## src/rtl/mem_xfer_sequencer.sv

```systemverilog
// mem_xfer_sequencer
// Initiator-side sequencer for the Chip-8 memory manager. Accepts block
// transfer requests (FX55/FX65, sprite, BCD) and 2-byte opcode fetches, and
// drives the memory manager's step counter, write strobe, base address and
// store buffer. Completion is signalled with a one-cycle pulse; read data is
// latched as a 16-byte block.
//
// Ports:
//   clk, rst_n            clock, asynchronous active-low reset
//   fetch_req             opcode fetch request (level, sampled in IDLE)
//   xfer_req              block transfer request (level, sampled in IDLE)
//   xfer_write            1 = store, 0 = load
//   xfer_addr             block base address
//   xfer_len              byte count minus 1
//   xfer_wdata            store data, byte k at [8k+7:8k]
//   mem_read_buffer       read block from memory manager
//   busy                  state != IDLE
//   xfer_done/fetch_done  one-cycle completion pulses
//   xfer_rdata            latched read block
//   mem_address           latched base address
//   mem_address_counter   step counter (0..16)
//   mem_write_enable      write strobe
//   mem_write_count       constant 4'hF
//   mem_write_buffer      latched store data
module mem_xfer_sequencer #(
  parameter int unsigned ADDR_W = 12,
  parameter int unsigned CNT_W  = 6
) (
  input  logic              clk,
  input  logic              rst_n,
  input  logic              fetch_req,
  input  logic              xfer_req,
  input  logic              xfer_write,
  input  logic [ADDR_W-1:0] xfer_addr,
  input  logic [3:0]        xfer_len,
  input  logic [127:0]      xfer_wdata,
  input  logic [127:0]      mem_read_buffer,
  output logic              busy,
  output logic              xfer_done,
  output logic              fetch_done,
  output logic [127:0]      xfer_rdata,
  output logic [ADDR_W-1:0] mem_address,
  output logic [CNT_W-1:0]  mem_address_counter,
  output logic              mem_write_enable,
  output logic [3:0]        mem_write_count,
  output logic [127:0]      mem_write_buffer
);

  typedef enum logic [1:0] {
    ST_IDLE  = 2'd0,
    ST_FETCH = 2'd1,
    ST_XFER  = 2'd2,
    ST_DONE  = 2'd3
  } state_t;

  state_t              state_q, state_d;
  logic [4:0]          cnt_q, cnt_d;
  logic [ADDR_W-1:0]   addr_q, addr_d;
  logic [3:0]          len_q, len_d;
  logic [127:0]        wdata_q, wdata_d;
  logic                write_q, write_d;
  logic [127:0]        rdata_q, rdata_d;
  logic                xfer_done_q, xfer_done_d;
  logic                fetch_done_q, fetch_done_d;
  logic [4:0]          last_cnt;

  // Final counter value of a transfer; len 15 reaches 16, hence 5 bits.
  assign last_cnt = {1'b0, len_q} + 5'd1;

  always_comb begin
    state_d      = state_q;
    cnt_d        = '0;
    addr_d       = addr_q;
    len_d        = len_q;
    wdata_d      = wdata_q;
    write_d      = write_q;
    rdata_d      = rdata_q;
    xfer_done_d  = 1'b0;
    fetch_done_d = 1'b0;
    case (state_q)
      ST_IDLE: begin
        if (fetch_req) begin
          state_d = ST_FETCH;
        end else if (xfer_req) begin
          state_d = ST_XFER;
          addr_d  = xfer_addr;
          len_d   = xfer_len;
          wdata_d = xfer_wdata;
          write_d = xfer_write;
        end
      end
      ST_FETCH: begin
        if (cnt_q == 5'd1) begin
          state_d      = ST_IDLE;
          fetch_done_d = 1'b1;
        end else begin
          cnt_d = cnt_q + 5'd1;
        end
      end
      ST_XFER: begin
        if (cnt_q == last_cnt) begin
          state_d = ST_DONE;
        end else begin
          cnt_d = cnt_q + 5'd1;
        end
      end
      ST_DONE: begin
        state_d     = ST_IDLE;
        xfer_done_d = 1'b1;
        rdata_d     = mem_read_buffer;
      end
      default: state_d = ST_IDLE;
    endcase
  end

  always_ff @(posedge clk or negedge rst_n) begin
    if (!rst_n) begin
      state_q      <= ST_IDLE;
      cnt_q        <= '0;
      addr_q       <= '0;
      len_q        <= '0;
      wdata_q      <= '0;
      write_q      <= 1'b0;
      rdata_q      <= '0;
      xfer_done_q  <= 1'b0;
      fetch_done_q <= 1'b0;
    end else begin
      state_q      <= state_d;
      cnt_q        <= cnt_d;
      addr_q       <= addr_d;
      len_q        <= len_d;
      wdata_q      <= wdata_d;
      write_q      <= write_d;
      rdata_q      <= rdata_d;
      xfer_done_q  <= xfer_done_d;
      fetch_done_q <= fetch_done_d;
    end
  end

  assign busy                = (state_q != ST_IDLE);
  assign xfer_done           = xfer_done_q;
  assign fetch_done          = fetch_done_q;
  assign xfer_rdata          = rdata_q;
  assign mem_address         = addr_q;
  assign mem_address_counter = CNT_W'(cnt_q);
  // Counter 0 is the pipeline priming step of the memory manager; no write.
  assign mem_write_enable    = write_q && (state_q == ST_XFER) && (cnt_q != 5'd0);
  assign mem_write_count     = 4'hF;
  assign mem_write_buffer    = wdata_q;

endmodule
```

## config.mk

```make
export PLATFORM = sky130hd
export DESIGN_NAME = mem_xfer_sequencer
export DESIGN_NICKNAME = d
export VERILOG_FILES = /design/src/rtl/mem_xfer_sequencer.sv
export SDC_FILE = /design/constraint.sdc
export NUM_CORES = 1
export LEC_CHECK = 0
export CORE_AREA = 2 2 216 218
export CTS_BUF_LIST = sky130_fd_sc_hd__clkbuf_16
export DETAILED_ROUTE_END_ITERATION = 8
export DIE_AREA = 0 0 218 220
export HOLD_SLACK_MARGIN = 0.06
export PLACE_DENSITY = 0.6
export SLEW_MARGIN = 20
export SYNTH_ARGS = -nofsm -noshare
export SYNTH_HDL_FRONTEND = slang
export SYNTH_SLANG_ARGS = --single-unit
```

## constraint.sdc

```tcl
create_clock -name clk -period 2.2 [get_ports clk]
set_clock_uncertainty 0.2 [all_clocks]
set_input_delay 0.33 -clock clk [delete_from_list [all_inputs] [get_ports clk]]
set_output_delay 0.33 -clock clk [all_outputs]
set_load 0.02 [all_outputs]
```

After elaboration in Yosys (flattened, before gate mapping)
Index checks and enable logic that the tools add are counted.
{"block": "totals", "regBits": 282, "latch_bits": 0, "ramBits": 0, "romBits": 0, "input_bits": 277, "output_inout_bits": 282, "word_cells": 38, "mem_count": 0}
{"block": "classes", "add_sub_neg": 2, "n_mul": 0, "div": 0, "n_lt_le_gt_ge": 0, "n_eq_ne": 8, "n_shift": 0, "muxes": 11, "bitwise": 1, "n_reduce_logical": 7}
{"cell": "2-to-1 mux 5 bit", "n": 2}
{"cell": "one-hot mux 5 bit (2 select lines)", "n": 1}
{"cell": "2-to-1 mux 2 bit", "n": 4}
{"cell": "one-hot mux 2 bit (4 select lines)", "n": 1}
{"cell": "AND reduction 3 bit", "n": 2}
{"cell": "adder 4 x 1 -> 5 bit, second input constant", "n": 1}
{"cell": "adder 5 x 1 -> 5 bit, second input constant", "n": 1}
{"cell": "equality test 5 x 1 -> 1 bit, second input constant", "n": 1}
{"cell": "equality test 5 bit", "n": 1}
{"cell": "nonzero test 5 bit", "n": 1}
{"cell": "equality test 2 bit, second input constant", "n": 2}
{"cell": "!= test 2 bit, second input constant", "n": 2}
{"cell": "2-to-1 mux 1 bit", "n": 3}
{"cell": "!= test 3 bit, second input constant", "n": 1}
{"cell": "equality test 2 x 1 -> 1 bit, second input constant", "n": 1}
{"cell": "logical AND 1 bit", "n": 2}
{"cell": "logical NOT 2 bit", "n": 1}
{"cell": "nonzero test 2 bit", "n": 1}
{"cell": "inverter 1 bit", "n": 1}

Longest topological paths before layout
{"block": "logic_depth", "ltp_word": 4, "ltp_mapped": 8}

Least setup slack after synthesis
Ideal clock, no wire load.
{"block": "synth_path", "path_type": "register -> register", "start": "reg state_q[0]", "end": "reg wdata_q[100] (netlist: mem_write_buffer[100])", "t_arrival_ps": 1886, "required_ps": 1875, "path_slack_ps": -10, "path_stages_with_launch": 9, "path_buffers": 2, "path_cell_list": "dfrtp_1 -> inv_1 -> ha_1 -> inv_1 -> nor2_1 -> nand2_1 -> buf_2 -> buf_2 -> mux2_2"}
{"block": "synth_between", "elab_chain_len": 2}
{"item": "start, declared", "line_no": "56", "source": "state_t state_q, state_d;"}
{"item": "start signal, assigned", "line_no": "128", "source": "state_q <= state_d;"}
{"item": "logical NOT 2 bit", "line_no": "80", "source": "case (state_q)"}
{"item": "AND reduction 3 bit (no line)"}
{"item": "end signal, assigned", "line_no": "132", "source": "wdata_q <= wdata_d;"}
{"item": "end, declared", "line_no": "60", "source": "logic [127:0] wdata_q, wdata_d;"}
No other way between the ends.
A chain may end at the register's enable or synchronous reset.

Worst setup path in the final report
{"block": "layout_path", "start": "reg state_q[1]", "end": "out busy"}
{"block": "layout_between", "elab_chain_len": 1}
{"item": "nonzero test 2 bit", "line_no": "140", "source": "assign busy = (state_q != ST_IDLE);"}
{"item": "end, declared", "line_no": "38", "source": "output logic busy,"}
No other way between the ends.

==> metrics list <==
- Cell Rows: 79
- Capture point of the worst reg-to-reg path: state_q[1]
* Global placer's final weighted congestion: 0.765
* Flops & latches, synth: 282
- Flip-flop cell with the highest count after synthesis: sky130_fd_sc_hd__dfrtp_1
* Switching component of the power: 9.76 mW
- The HPWL after detailed placement is 24900 microns.
- Once layout is complete, the cells apart from fillers number 1865.
* Via count of the first global-routing pass: 8177
- After the first detailed-routing iteration, the DRC count stood at 152.
- Via-to-Cell Ratio: 4.08
- Largest net degree at the start of global routing: 72
- Worst reg-to-reg path cell count: 6
- Critical Path Sink Type: output pin
- Launch point of the worst reg-to-reg path: len_q[1]
- A synthesized cell averages 16.5 sq um.
- Die X-Extent: 218 microns
- Setup repair after global routing missed its margin: true
* Max Cap Viol: 0
* Final-report max-slew violation count: 0
- Combinational share of power: 48.1%
- Register area share after synthesis: 65.7%
* Setup TNS: 0 ns
- In the routed design, unresolved DRC markers number 0.
- Antenna violations before repair: 3
- Maximum fanout along the worst path: 5
- The completed layout was analyzed and its total power is 28.3 mW.
- DRT Wirelength: 33100 microns
- In the synthesized netlist the async set-or-reset flop fraction comes to 100%.
- Wire length of the first global-routing pass: 48600 microns
- Clock power frac: 19.6%
* Synthesized instance count: 652
- Synth area leader: sky130_fd_sc_hd__dfrtp_1
- For this design the static power due to leakage is 7.57 nW.
- Buffer cell driving the clock tree root: sky130_fd_sc_hd__clkbuf_16
- The clock passes through at most 3 buffers.
- Setup violations remaining at the end of the flow were counted as 0.
- The mapped netlist covers 10700 sq um.
* Worst hold path type: in -> async
- The H-tree generated during clock tree synthesis spans 2 levels.
- Area growth from synthesis to layout: 70.9%
- Number of flops mapped to enable cells by yosys: 0
* CTS clock-pin slew for the worst setup and hold paths: 0.06 ns
- Synth cell types: 30
- Highest achievable clock rate: 471 MHz
* Status: finished clean
- Reg power frac: 32.3%
* Placed cells: 1800
- Yosys top cell area share: 65.7%
- Most used cells in the layout excluding fill and tap cells: sky130_fd_sc_hd__clkdlybuf4s50_1, sky130_fd_sc_hd__dfrtp_1, sky130_fd_sc_hd__mux2_2
- Setup Slack @ Placement: -0.0356 ns
* Crit path required time: 1.67 ns
- For this design the top-level I/O count stands at 559.
- Remaining antenna violation count: 0
* Class of the most critical setup path: reg -> out
- Once the floorplan was initialized, standard cells occupied 23.4% of the core.
- Worst setup path endpoint: busy
- TritonCTS built the clock tree.
- Final worst-path cycle share: 96.6%
- For this design, the sink count on the clock tree is 282.
- Cts bufs inserted: 35
* Peak VDD IR: 0.000840 V
- Element type at the critical path start: flip-flop
- Number of hold violations in the final report: 0
* Commonest non-fill, non-tap cell in the layout: sky130_fd_sc_hd__clkdlybuf4s50_1
- Post-layout min period: 2.12 ns
* Buffers on Ports: 553
- Before antenna repair, the detailed router went through 4 iterations.
* Endpoint arrival time on the critical path: 1.59 ns
* Power density of the placed cells: 1540 nW/um^2
- Top cells by area, synth: sky130_fd_sc_hd__dfrtp_1, sky130_fd_sc_hd__mux2_2, sky130_fd_sc_hd__ha_1, sky130_fd_sc_hd__buf_2, sky130_fd_sc_hd__clkbuf_1
* Core footprint: 45900 sq um
- Fraction of power spent switching nets: 34.5%
- Die area: 48000 sq um
* Chip Height: 220 microns
- In this run the worst setup path begins at state_q[1].
- GRT Overall Usage: 13.3%
- The routed layout has 7616 vias.
- Register-to-register setup slack: 0.11 ns
- Net count reported at finish: 1519
* Internal cell power: 18.5 mW
- The clock reaches the later pin of the worst-skew pair after 0.52 ns.
- During synthesis, Yosys emitted a total of 0 warnings.
- Aggregate global routing overflow: 0
- After detailed routing, the average wire length per cell comes to 17.8 microns.
- Setup WS post-layout: 0.0757 ns
- Cells with a size suffix above 1 make up 28.8% of the layout.
- The filler cells instantiated in the layout total 4401.
[power groups by stage]
stage / Sequential (mW) / Clock, mW / Combinational, mW
global route: 9.51 / 6.01 / 14.3
floorplan: 12.3 / 0 / 3.52
global placement: 9.14 / 0 / 13.6
finish: 9.15 / 5.55 / 13.6
CTS: 9.19 / 5.80 / 13.8
detailed placement: 9.24 / 0 / 13.7
[metrics by stage]
stage          area (sq um)  utilization [%]  hold slack [ns]
6_report              18400             40.0            0.193
2_1_floorplan         10800                -           -0.166
3_5_place_dp          17200             37.4           0.0120
5_1_grt               18400             40.0            0.185
4_1_cts               18300             39.9            0.170
3_3_place_gp          17200             37.4           0.0104
[timing repair]
| action | CTS | global route |
|---|---|---|
| cloned | 0 | 0 |
| buffers inserted | 1 | 1 |
| endpoints found under the hold margin | 282 | 0 |
| endpoints found under the setup margin | 6 | 143 |
| hold buffers | 2 | 0 |
| resized for setup | 13 | 10 |
| pin swaps | 0 | 1 |
[cells in the mapped netlist (2+ instances only)]
library cell,instances
sky130_fd_sc_hd__xnor2_1,5
sky130_fd_sc_hd__nor2_1,9
sky130_fd_sc_hd__clkbuf_1,12
sky130_fd_sc_hd__buf_2,18
sky130_fd_sc_hd__inv_1,8
sky130_fd_sc_hd__mux2_2,273
sky130_fd_sc_hd__nor3_1,2
sky130_fd_sc_hd__nand2_1,4
sky130_fd_sc_hd__buf_4,5
sky130_fd_sc_hd__xor2_1,4
sky130_fd_sc_hd__conb_1,2
sky130_fd_sc_hd__ha_1,8
sky130_fd_sc_hd__nand3_1,4
sky130_fd_sc_hd__dfrtp_1,282
[sequential cells by signal, summed over array words and instances, names as in the netlist]
name	cells
write_q	1
cnt_q	5
mem_write_buffer	128
fetch_done	1
state_q	2
xfer_done	1
len_q	4
xfer_rdata	128
mem_address	12
[cell type report]
cell class	instances	area (sq um)	share of cell area, %
flip-flops and latches	282	7060	38.4
repair buffers	578	5860	31.9
multi-input cells	329	3540	19.3
clock buffers	37	926	5.04
well taps	607	759	4.14
clock inverters	23	185	1.01
inverters	8	30.0	0.164
diodes	1	2.50	0.0136
[layer usage]
metal	vias to the layer above	routed length (microns)	GRT usage, %
met3	49	2740	4.72
met1	3827	12300	14.7
met5	-	27	0
li1	3438	-	-
met2	298	17200	23.4
met4	4	879	5.06
[critical path: stages (launching register included)]
cell                       delay, ns
sky130_fd_sc_hd__dfrtp_1        0.40
sky130_fd_sc_hd__inv_1          0.11
sky130_fd_sc_hd__ha_1           0.19
sky130_fd_sc_hd__inv_2          0.07
sky130_fd_sc_hd__buf_4          0.14
sky130_fd_sc_hd__clkbuf_4       0.16
[logic make-up (layout without fill, tap and decap cells)]
logic type	Yosys count	count (layout)	synth area share [%]
AOI/OAI and AO/OA	9	9	0.722
xor gates and xnor gates	9	9	0.734
adders and majority gates	8	8	0.932
buffers and inverters	44	646	1.99
DFF	282	282	65.7
muxes	274	274	28.7
other	2	6	0.0699
and+or+nand+nor	24	24	1.14
[worst min path at each step]
stage	start	to	slack (ns)	cells past startpoint
finish	rst_n	xfer_rdata[97]	0.19	3
global route	mem_read_buffer[78]	xfer_rdata[78]	0.19	2
CTS	rst_n	xfer_rdata[97]	0.17	3
detailed placement	rst_n	xfer_rdata[84]	0.01	1
global placement	rst_n	xfer_rdata[84]	0.01	1
floorplan	rst_n	cnt_q[0]	-0.17	0
Power figures use the tool's default switching activity.
